## config.mk

```make
export PLATFORM = sky130hd
export DESIGN_NAME = hex_display_scan
export DESIGN_NICKNAME = d
export VERILOG_FILES = /design/src/rtl/hex_display_scan.sv
export SDC_FILE = /design/constraint.sdc
export NUM_CORES = 1
export LEC_CHECK = 0
export ABC_CLOCK_PERIOD_IN_PS = 7100
export BUFFER_PORTS_ARGS = -buffer_cell sky130_fd_sc_hd__buf_2
export CAP_MARGIN = 20
export CORE_ASPECT_RATIO = 1.25
export CORE_UTILIZATION = 50
export CTS_BUF_LIST = sky130_fd_sc_hd__clkbuf_16
export DETAILED_ROUTE_END_ITERATION = 10
export HOLD_SLACK_MARGIN = 0.06
export PLACE_DENSITY = 0.69
export SLEW_MARGIN = 10
export SYNTH_ARGS = -nofsm -noshare
export SYNTH_HDL_FRONTEND = slang
export SYNTH_SLANG_ARGS = --single-unit
export TNS_END_PERCENT = 1
```

## constraint.sdc

```tcl
create_clock -name clk -period 7.1 [get_ports clk]
set_clock_uncertainty 0.1 [all_clocks]
set_input_delay 1.42 -clock clk [delete_from_list [all_inputs] [get_ports clk]]
set_output_delay 1.42 -clock clk [all_outputs]
set_load 0.02 [all_outputs]
```

## src/rtl/hex_display_scan.sv

```systemverilog
// hex_display_scan
//   Multiplexed hex 7-segment driver. It scans DIGITS hex digits onto one
//   shared segment bus, with a slot period of DIV clocks per digit. Inputs
//   are captured once per frame into shadow registers so a frame is never
//   torn. It also provides per-digit decimal points, leading-zero blanking,
//   16-level PWM brightness and a frame-start strobe.
//
// Ports
//   clk       clock
//   rst       asynchronous reset, active-high
//   data      4*DIGITS  nibble i shows on digit i (digit 0 rightmost, anode[0])
//   dp        DIGITS    decimal point request per digit
//   blank_lz  1         blank leading zero digits (digit 0 never blanked)
//   bright    4         brightness, 0 = 1/16 duty .. 15 = full slot
//   anode     DIGITS    digit enables, polarity set by AN_ACTIVE_LOW
//   seg       8         {dp,g,f,e,d,c,b,a}, polarity set by SEG_ACTIVE_LOW
//   frame     1         one-cycle pulse with the first output of a new snapshot

module hex_display_scan #(
    parameter int DIGITS         = 4,
    parameter int DIV            = 50000,
    parameter int SEG_ACTIVE_LOW = 1,
    parameter int AN_ACTIVE_LOW  = 1
) (
    input  logic                  clk,
    input  logic                  rst,
    input  logic [4*DIGITS-1:0]   data,
    input  logic [DIGITS-1:0]     dp,
    input  logic                  blank_lz,
    input  logic [3:0]            bright,
    output logic [DIGITS-1:0]     anode,
    output logic [7:0]            seg,
    output logic                  frame
);

    localparam int CW = $clog2(DIV);
    localparam int IW = (DIGITS > 1) ? $clog2(DIGITS) : 1;
    localparam int PW = CW + 5;

    localparam logic [CW-1:0]     CNT_LAST = CW'(DIV - 1);
    localparam logic [IW-1:0]     IDX_LAST = IW'(DIGITS - 1);
    localparam logic [DIGITS-1:0] AN_OFF   = (AN_ACTIVE_LOW != 0) ? '1 : '0;
    localparam logic [7:0]        SEG_OFF  = (SEG_ACTIVE_LOW != 0) ? '1 : '0;

    logic [CW-1:0]       cnt;
    logic [IW-1:0]       idx;
    logic [4*DIGITS-1:0] sh_data;
    logic [DIGITS-1:0]   sh_dp;
    logic                sh_blz;
    logic [3:0]          sh_bright;

    logic                load_en;
    logic [4*DIGITS-1:0] v_data;
    logic [DIGITS-1:0]   v_dp;
    logic                v_blz;
    logic [3:0]          v_bright;
    logic [3:0]          nibble;
    logic                dp_bit;
    logic                nz_above;
    logic                blanked;
    logic                lit;
    logic                active;
    logic [DIGITS-1:0]   onehot;
    logic [PW-1:0]       pwm_lhs;
    logic [PW-1:0]       pwm_rhs;
    logic [DIGITS-1:0]   anode_nxt;
    logic [7:0]          seg_nxt;

    function automatic logic [6:0] glyph(input logic [3:0] v);
        case (v)
            4'h0: glyph = 7'h3F;
            4'h1: glyph = 7'h06;
            4'h2: glyph = 7'h5B;
            4'h3: glyph = 7'h4F;
            4'h4: glyph = 7'h66;
            4'h5: glyph = 7'h6D;
            4'h6: glyph = 7'h7D;
            4'h7: glyph = 7'h07;
            4'h8: glyph = 7'h7F;
            4'h9: glyph = 7'h6F;
            4'hA: glyph = 7'h77;
            4'hB: glyph = 7'h7C;
            4'hC: glyph = 7'h39;
            4'hD: glyph = 7'h5E;
            4'hE: glyph = 7'h79;
            default: glyph = 7'h71;
        endcase
    endfunction

    // Prescaler and digit index
    always_ff @(posedge clk or posedge rst) begin
        if (rst) begin
            cnt <= '0;
            idx <= '0;
        end else if (cnt == CNT_LAST) begin
            cnt <= '0;
            if (idx == IDX_LAST)
                idx <= '0;
            else
                idx <= idx + IW'(1);
        end else begin
            cnt <= cnt + CW'(1);
        end
    end

    // Frame snapshot
    always_ff @(posedge clk or posedge rst) begin
        if (rst) begin
            sh_data   <= '0;
            sh_dp     <= '0;
            sh_blz    <= 1'b0;
            sh_bright <= '0;
        end else if (load_en) begin
            sh_data   <= data;
            sh_dp     <= dp;
            sh_blz    <= blank_lz;
            sh_bright <= bright;
        end
    end

    always_comb begin
        load_en = (cnt == '0) && (idx == '0);

        // On the load cycle the registered output is computed from the values
        // being captured, so the frame pulse coincides with new data on the pins.
        v_data   = load_en ? data     : sh_data;
        v_dp     = load_en ? dp       : sh_dp;
        v_blz    = load_en ? blank_lz : sh_blz;
        v_bright = load_en ? bright   : sh_bright;

        nibble   = '0;
        dp_bit   = 1'b0;
        nz_above = 1'b0;
        onehot   = '0;
        for (int unsigned j = 0; j < DIGITS; j++) begin
            if (IW'(j) == idx) begin
                nibble    = v_data[4*j +: 4];
                dp_bit    = v_dp[j];
                onehot[j] = 1'b1;
            end
            if ((IW'(j) >= idx) && (v_data[4*j +: 4] != 4'h0))
                nz_above = 1'b1;
        end

        blanked = v_blz && (idx != '0) && !nz_above;

        // Duty: lit while cnt*16 < (bright+1)*DIV, evaluated without truncation.
        pwm_lhs = PW'({cnt, 4'h0});
        pwm_rhs = PW'({1'b0, v_bright} + 5'd1) * PW'(DIV);
        lit     = pwm_lhs < pwm_rhs;

        active    = lit && !blanked;
        anode_nxt = (active ? onehot : '0) ^ AN_OFF;
        seg_nxt   = (active ? {dp_bit, glyph(nibble)} : 8'h00) ^ SEG_OFF;
    end

    // Registered pin drivers
    always_ff @(posedge clk or posedge rst) begin
        if (rst) begin
            anode <= AN_OFF;
            seg   <= SEG_OFF;
            frame <= 1'b0;
        end else begin
            anode <= anode_nxt;
            seg   <= seg_nxt;
            frame <= load_en;
        end
    end

endmodule
```

Yosys cells after proc, flatten, opt, wreduce, memory -nomap -nowiden
Memories as Yosys holds them, arrays and structs flattened.
Index checks and enable logic that the tools add are counted.

storage, ports and cells
  register bits after elaboration = 56
  ROM bits = 112
  input bits = 27
  word-level logic and storage cells = 67
  memories kept = 1

memories
  name             depth  width  read ports  clocked after memory_dff  write ports  line  source
  (no name shown)  16     7      1           0                         0            70    case (v)

operators by class
  reduce and logical (&&, ||, !) cells = 17
  multipliers = 1
  order comparisons = 5
  equality and inequality tests = 5
  bitwise operators = 2
  mux-type cells = 24
  add/subtract/negate cells = 3

operators by type and width
  operator                                                          number
  2-to-1 mux 16 bit                                                 2
  2-to-1 mux 4 bit                                                  7
  less-than comparator 20 x 21 -> 1 bit                             1
  multiplier 5 x 12 -> 17 bit, second input constant                1
  adder 16 x 1 -> 16 bit, second input constant                     1
  equality test 16 bit, second input constant                       1
  zero test 16 bit                                                  1
  nonzero test 4 bit                                                4
  2-to-1 mux 1 bit                                                  13
  logical AND 1 bit                                                 8
  2-to-1 mux 8 bit                                                  1
  inverter 8 bit                                                    1
  adder 4 x 1 -> 5 bit, second input constant                       1
  equality test 2 bit, first input constant                         2
  greater-or-equal comparator 1 x 2 -> 1 bit, first input constant  2
  greater-or-equal comparator 2 bit, first input constant           2
  inverter 4 bit                                                    1
  adder 2 x 1 -> 2 bit, second input constant                       1
  equality test 1 x 2 -> 1 bit, first input constant                1
  equality test 2 bit, second input constant                        1
  zero test 1 bit                                                   2
  zero test 2 bit                                                   1
  2-to-1 mux 2 bit                                                  1
  nonzero test 2 bit                                                1

Depth between registers and ports, before layout
Gate-level depths: netlist of the first run.

  word-level depth = 15
  gate-level depth with buffers = 31

Worst setup path before layout of the first run
OpenSTA, ideal clock, no wires.

  kind = input-to-reg
  start = in bright[0]
  end = reg seg[6]
  cell stages on the path = 24
  path slack = 0.555 ns
  arrival = 6.335 ns
  setup time = 0.110 ns
  data required time = 6.890 ns
  buffers on the path = 1
  cells stage by stage = mux2i_1 -> inv_1 -> ha_1 -> xnor2_1 -> ha_1 -> xor2_1 -> ha_1 -> ha_1 -> ha_1 -> a21o_1 -> a21oi_1 -> o21bai_1 -> a21oi_1 -> o21ai_0 -> a31oi_1 -> o21bai_1 -> xnor2_1 -> ha_1 -> or4_1 -> a221oi_1 -> a211oi_1 -> nor2_1 -> buf_6 -> o221ai_1

on the way
  word-level cells in the longest chain between the ends = 7

RTL lines
  element                                line  source
  start, declared                        30    input logic [3:0] bright,
  2-to-1 mux 4 bit                       --
  named net v_bright[0]                  56    logic [3:0] v_bright;
  adder 4 x 1 -> 5 bit                   149   pwm_rhs = PW'({1'b0, v_bright} + 5'd1) * PW'(DIV);
  multiplier 5 x 12 -> 17 bit            149
  less-than comparator 20 x 21 -> 1 bit  150   lit = pwm_lhs < pwm_rhs;
  logical AND 1 bit                      152   active = lit && !blanked;
  2-to-1 mux 8 bit                       154   seg_nxt = (active ? {dp_bit, glyph(nibble)} : 8'h00) ^ SEG_OFF;
  inverter 8 bit (no source line)        --
  named net seg_nxt[6]                   67    logic [7:0] seg_nxt;
  end signal, assigned                   165   seg <= seg_nxt;
  end, declared                          32    output logic [7:0] seg,

The timed path passes the listed nets, and every way through them passes these cells.
A chain may end at the register's enable or synchronous reset.

Worst setup path after layout of the first run
  start = reg cnt[15]
  end = reg seg[6]

on the way
  elaborated cells on any way between the ends = 32
  those cells by class = add/sub: 1; mul: 1; order compare: 1; mux: 12; bitwise: 1; reduce/logical: 15; memory: 1

RTL lines
  element                                line  source
  start, declared                        45    logic [CW-1:0] cnt;
  start signal, assigned                 102   cnt <= cnt + CW'(1);
  zero test 16 bit                       122   load_en = (cnt == '0) && (idx == '0);
  logical AND 1 bit                      122
  2-to-1 mux 4 bit                       --
  named net v_bright[2]                  56
  adder 4 x 1 -> 5 bit                   149
  multiplier 5 x 12 -> 17 bit            149
  less-than comparator 20 x 21 -> 1 bit  150
  logical AND 1 bit                      152
  2-to-1 mux 8 bit                       154
  inverter 8 bit (no source line)        --
  named net seg_nxt[6]                   67

The timed path passes the listed nets, and every way through them passes these cells.

==> impl_metrics.py, run 1 <==
metrics = {
    "status": {
        "outcome": "completed",
    },
    "placed_design": {
        "port_buffers": 39,
        "dpl-instance-area_mm2": 0.00437,
        "dp_hpwl_mm": 6.75,
        "place.gp.congestion": 0.879,
    },
    "synth": {
        "synth_top_area_share_pct": 27.3,
        "yosysUniqueCellTypes": 62,
        "yosysTopAreaCell": "dfrtp_1",
        "synth_edf_count": 0,
        "synthFlopType": "dfrtp_1",
        "yosysMostFrequentCell": "ha_1",
        "syn_area_mm2": 0.00404,
        "syn_nets": 506,
        "netlist_instances": 419,
        "synth_common_cells": "59 x ha_1, 45 x nand2_1, 44 x dfrtp_1, 42 x inv_1, 26 x nor2_1",
        "synth_area_per_cell_um2": 9.63,
        "ys_ff_latch": 56,
        "yosys_warnings": 0,
        "synthArstFlopShare_pct": 100,
        "ys_top_cells_by_area": "dfrtp_1 27%, ha_1 18%, dfstp_2 7.8%, mux2i_1 4.7%, nand2_1 4.2%",
        "ys_seq_area_share_pct": 35.1,
    },
    "global_route": {
        "grt_use_total_pct": 22.2,
        "grt_overflow_total": 0,
        "grt_pass1_vias": 3104,
        "grt_start_max_net_pins": 57,
        "antenna_found_initial": 0,
        "grt_pass1_wl_mm": 14.2,
    },
    "clocking": {
        "worstSkewPairLatency_ns": 0.30,
        "htreeDepth": 2,
        "cts_tree": "yes",
        "cts_buffers": 5,
        "cts_root_buf": "clkbuf_16",
        "cts.clk_slew.worst_paths_ns": 0.08,
        "clockBufferDepth": 2,
        "cts.sinks": 56,
    },
    "cells_and_area": {
        "final_nets": 556,
        "stdcell_area_mm2": 0.00455,
        "area_delta_synth_final_pct": 12.7,
        "drive_gt1_share_pct": 18.7,
        "diodes": 0,
    },
    "timing": {
        "hold_violations": 0,
        "rsz0062_at_grt": "no",
        "max_freq_ghz": 0.151,
        "min_period_ns": 6.61,
        "setup_tns_ns": 0,
        "finalMaxSlewViolations": 0,
        "finalCritPeriodShare_pct": 93.0,
        "worst_slew_pin_slew_ns": 0.876,
        "max-slew-margin-rel_pct": 41.3,
        "setup_viol": 0,
    },
    "setup_path": {
        "cp-end-kind": "flop",
        "crit_type": "reg -> reg",
        "arrival_ns": 6.68,
        "crit_fanout": 11,
        "crit_path_start_kind": "flop",
        "cp_common_cell": "ha_1",
        "cp_slowest_stage_delay_ns": 0.48,
        "required_ns": 7.18,
        "cpMaxStageDelayCell": "or4_1",
    },
    "routing": {
        "vias": 3225,
        "wl_per_cell_um": 15.3,
        "dr.pass1.iters": 4,
        "postRouteAntennaNets": 0,
        "avgViaCountPerCell": 5.71,
        "route.detailed.drc": 0,
        "drt_iter0_drc": 88,
        "routed_wl_mm": 8.62,
    },
    "floorplan": {
        "dieArea_mm2": 0.00844,
        "io-pin-count": 40,
        "die_width_um": 82.4,
        "coreArea_mm2": 0.00779,
        "rows": 36,
        "start_util_pct": 51.8,
        "die_y_um": 102,
    },
    "flow_run": {
        "cap_violations": 0,
    },
    "pwr": {
        "p_leak_nw": 2.33,
        "ir_drop_mv": 0.194,
        "pwr_density_cell_mw_per_mm2": 177,
    },
    "worst_hold_path": {
        "hold_path_class": "reg -> reg",
    },
}
-- metrics by stage --
step	utilization [%]	hold WS [ns]	cells	power, mW	setup slack (ns)
detailed placement	56.1	0.353	555	0.555	0.349
global placement	56.1	0.343	555	0.549	0.526
CTS	58.0	0.369	563	0.810	0.371
global route	58.4	0.396	565	0.856	0.0169
floorplan	-	0.330	419	0.500	0.555
finish	58.4	0.369	565	0.804	0.494
-- area by class of cell --
cell class	instances	area (um2)
clock buffer	5	125
clock inverter	3	21.3
fill	687	3240
inverter	42	158
multi-input combinational	314	2430
sequential	56	1420
tap	95	119
timing repair buffer	50	278
-- cell usage in the layout (no fill, tap or decap), drive strengths merged, types with 3 or more instances in the layout --
master,count
and2,3
a211oi,3
ha,59
and3,5
o31ai,3
dfstp,12
nand3,12
buf,50
o221ai,3
clkbuf,5
nor2,27
a21oi,17
nor3,10
mux2i,19
a31oi,3
nand4,8
inv,43
nand2,45
xor2,13
a22o,4
o211ai,5
or3,3
a21o,3
o21bai,3
xnor2,14
dfrtp,44
nor4,6
o21ai,14
nor2b,3
-- cells by family (layout without fill, tap and decap cells) --
| family | Yosys count | in the layout | share of synthesized area [%] |
|---|---|---|---|
| AO/OA/AOI/OAI | 76 | 76 | 13.8 |
| XOR/XNOR | 27 | 27 | 5.86 |
| adder cells (fa/ha/maj) | 60 | 60 | 18.8 |
| buffers and inverters | 49 | 100 | 5.02 |
| flip-flops | 56 | 56 | 35.1 |
| multiplexers | 21 | 21 | 5.36 |
| AND/OR/NAND/NOR | 130 | 130 | 16.1 |
-- critical path: cells and delay by family (launching register included) --
| kind | cells | cell delay, ns |
|---|---|---|
| XOR/XNOR | 2 | 0.31 |
| buffers and inverters | 3 | 0.46 |
| adder cells (fa/ha/maj) | 5 | 1.34 |
| AND/OR/NAND/NOR | 6 | 1.70 |
| multiplexers | 1 | 0.34 |
| AO/OA/AOI/OAI | 10 | 1.78 |
| flip-flops | 1 | 0.45 |
-- state kept, by name, summed over array words and instances, names as in the netlist --
register,cells
anode,4
idx,2
seg,8
sh_bright,4
sh_data,16
frame,1
cnt,16
sh_blz,1
sh_dp,4
-- power by group --
part,switching (mW),total (mW),internal [mW]
Clock,0.121,0.253,0.132
Combinational,0.123,0.214,0.0904
Sequential,0.00376,0.337,0.333
-- what timing repair did --
action	in CTS	in global routing
gates resized for setup	0	3
endpoints found under the setup margin	0	11
setup buffers	0	2
hold endpoints to repair	0	0
hold buffers	0	0
-- worst paths after layout --
kind	from	end	slack, ns	cells past startpoint
max reg2reg	cnt[15]	seg[6]	0.49	27
min in group asynchronous	rst	cnt[3]	1.20	3
max	cnt[15]	seg[6]	0.49	27
min reg2reg	sh_dp[2]	sh_dp[2]	0.37	2
max in group asynchronous	rst	sh_dp[2]	5.23	3
min	sh_dp[2]	sh_dp[2]	0.37	2
-- per-layer routing --
metal | vias up | global-route usage [%] | share of wire [%]
met3 | 24 | 2.86 | 2.7
met5 | - | 0 | 0
met4 | 0 | 11.1 | 3.5
met1 | 1536 | 25.5 | 43
li1 | 1591 | - | -
met2 | 74 | 39.7 | 51
Power figures use the tool's default switching activity.
==> run 2: changes to the inputs <==
- ABC_AREA: not set -> 1
==> impl_metrics.py, run 2 <==
metrics = {
    "cells_and_area": {
        "diodes": 0,
        "biggestRegsByFlops": "cnt x16, sh_data x16, seg x8",
        "fillers": 755,
        "final_common_cell": "nand2_1",
        "final_nets": 682,
        "area_delta_synth_final_pct": 10.6,
        "final_cell_mix": "134 x nand2_1, 80 x inv_1, 59 x ha_1, 49 x nand3_1, 44 x dfrtp_1",
        "multi_input_area_mm2": 0.00253,
        "drive_gt1_share_pct": 17.4,
        "register_area_mm2": 0.00142,
    },
    "clocking": {
        "cts.sinks": 56,
        "cts-resized-gates": 0,
        "cts_root_buf": "clkbuf_16",
        "cts_setup_buffers": 0,
        "holdBufCountCts": 0,
        "cts_buffers": 5,
        "worstSkewPairLatency_ns": 0.30,
        "cts_tree": "yes",
        "clockBufferDepth": 2,
        "htreeDepth": 2,
        "cts.clk_slew.worst_paths_ns": 0.08,
    },
    "routing": {
        "wl_per_cell_um": 13.2,
        "drt_iter0_drc": 151,
        "postRouteAntennaNets": 0,
        "vias": 3569,
        "dr.pass1.iters": 4,
        "routed_wl_mm": 9.14,
        "avgViaCountPerCell": 5.15,
        "route.detailed.drc": 0,
    },
    "synth": {
        "netlist_instances": 554,
        "yosysTopAreaCell": "dfrtp_1",
        "yosysUniqueCellTypes": 42,
        "ys_seq_area_share_pct": 32.8,
        "synth_edf_count": 0,
        "syn_area_mm2": 0.00432,
        "yosys_warnings": 0,
        "synthFlopType": "dfrtp_1",
        "synth_common_cells": "134 x nand2_1, 81 x inv_1, 59 x ha_1, 49 x nand3_1, 44 x dfrtp_1",
        "ys_ff_latch": 56,
        "yosysMostFrequentCell": "nand2_1",
        "ys_top_cells_by_area": "dfrtp_1 25%, ha_1 17%, nand2_1 12%, dfstp_2 7.3%, inv_1 7.0%",
        "synthArstFlopShare_pct": 100,
        "syn_nets": 641,
        "synth_top_area_share_pct": 25.5,
        "synth_area_per_cell_um2": 7.80,
    },
    "pwr": {
        "pwr_density_cell_mw_per_mm2": 180,
        "switching_share_pct": 30.1,
        "clkPwrFrac_pct": 34.2,
        "power_switching_uw": 258,
        "ir_drop_mv": 0.116,
        "power.internal_uw": 600,
        "power_frac_seq_pct": 39.1,
        "p_leak_nw": 2.62,
        "combPwrFrac_pct": 26.7,
    },
    "setup_path": {
        "timing.rr.end": "seg[7]",
        "cp-end-kind": "flop",
        "cpMaxStageDelayCell": "nor2_2",
        "reg2reg_depth": 31,
        "crit_fanout": 18,
        "arrival_ns": 6.40,
        "regToRegSetupSlack_ns": 0.80,
        "crit_type": "reg -> reg",
        "cp_slowest_stage_delay_ns": 0.54,
        "required_ns": 7.20,
        "r2r_start": "idx[0]",
        "cp_common_cell": "ha_1",
        "crit_path_start_kind": "flop",
    },
    "flow_run": {
        "cap_violations": 0,
    },
    "timing": {
        "rsz0062_at_grt": "no",
        "worst_slew_pin_slew_ns": 0.989,
        "finalMaxSlewViolations": 0,
        "setup_tns_ns": 0,
        "max_freq_ghz": 0.159,
        "max-slew-margin-rel_pct": 33.5,
        "min_period_ns": 6.30,
        "setup_viol": 0,
        "finalCritPeriodShare_pct": 88.7,
        "hold_violations": 0,
        "holdWs_ns": 0.374,
    },
    "global_route": {
        "grt_use_total_pct": 22.2,
        "grt_pass1_wl_mm": 16.1,
        "grt_start_max_net_pins": 57,
        "grt_overflow_total": 0,
        "antenna_found_initial": 0,
        "grt_pass1_vias": 3629,
    },
    "floorplan": {
        "die_y_um": 106,
        "dieArea_mm2": 0.00902,
        "start_util_pct": 52.2,
        "coreArea_mm2": 0.00829,
        "die_width_um": 85.2,
        "rows": 37,
        "io-pin-count": 40,
    },
    "worst_hold_path": {
        "hold-path-endpoint": "sh_dp[2]",
        "hold_path_class": "reg -> reg",
        "hp-start": "sh_dp[2]",
        "hold_depth": 2,
    },
    "placed_design": {
        "place.gp.congestion": 0.913,
        "dp_hpwl_mm": 7.24,
        "port_buffers": 39,
    },
    "status": {
        "outcome": "completed",
    },
}
[run 2: cell types whose count changed after synthesis, sizes merged, moves of 6 or more]
cell	change
nor4	-6
nor2	+18
nand3	+38
o21ai	+6
nand2	+107
inv	+44
mux2i	-18
[run 2: power groups by stage]
stage | Clock (mW) | Sequential, mW | Combinational [mW]
after global placement | 0 | 0.341 | 0.225
after CTS | 0.299 | 0.336 | 0.232
after global routing | 0.310 | 0.337 | 0.264
after floorplan | 0 | 0.347 | 0.170
after detailed placement | 0 | 0.342 | 0.231
final | 0.293 | 0.336 | 0.229
[run 2: per-layer routing]
layer	vias to the layer above	part of all wire [%]	GRT usage, %
met5	-	0	0
met4	0	2.1	8.60
met3	16	3.0	2.87
met2	67	51	41.2
met1	1628	44	25.7
li1	1858	-	-
[run 2: kinds of logic after synthesis]
logic type	Yosys count	synth area share [%]
flip-flops	56	32.8
AND/OR/NAND/NOR	279	30.2
AO/OA/AOI/OAI	49	6.75
multiplexers	1	0.232
XOR/XNOR	17	3.88
adder cells (fa/ha/maj)	60	17.5
buffers and inverters	92	8.66
[run 2: stage by stage]
step                setup slack (ns)  std cells  utilization, %  power (mW)  instance area [um2]
finish                         0.800        693            57.7       0.858                 4780
global route                   0.223        693            57.7       0.911                 4780
CTS                            0.769        693            57.7       0.866                 4780
detailed placement             0.730        685            55.5       0.573                 4600
global placement               0.946        685            55.5       0.567                 4600
floorplan                       1.61        554               -       0.517                 4320
[run 2: how the worst max path moves through the flow]
stage	slack (ns)	endpoint	from	cells past startpoint
2_1_floorplan	1.61	anode[0]	bright[0]	28
3_3_place_gp	0.95	seg[4]	bright[0]	28
3_5_place_dp	0.73	seg[7]	bright[0]	28
4_1_cts	0.77	seg[7]	idx[1]	31
5_1_grt	0.22	seg[0]	idx[0]	28
6_report	0.80	seg[7]	idx[0]	31
[run 2: area by class of cell]
| cell class | instances | share of cell area, % |
|---|---|---|
| Multi-Input combinational cell | 406 | 52.9 |
| Sequential cell | 56 | 29.6 |
| Inverter | 86 | 6.80 |
| Timing Repair Buffer | 40 | 4.24 |
| Clock buffer | 7 | 3.66 |
| Tap cell | 97 | 2.54 |
| Clock inverter | 1 | 0.183 |
[run 2: critical path: cells and delay by family, from the launching register on]
kind / cells / cell delay [ns]
xor+xnor: 2 / 0.27
compound gates: 4 / 0.88
simple gates: 17 / 2.61
buf+inv: 1 / 0.13
fa+ha+maj: 7 / 1.81
flops: 1 / 0.42
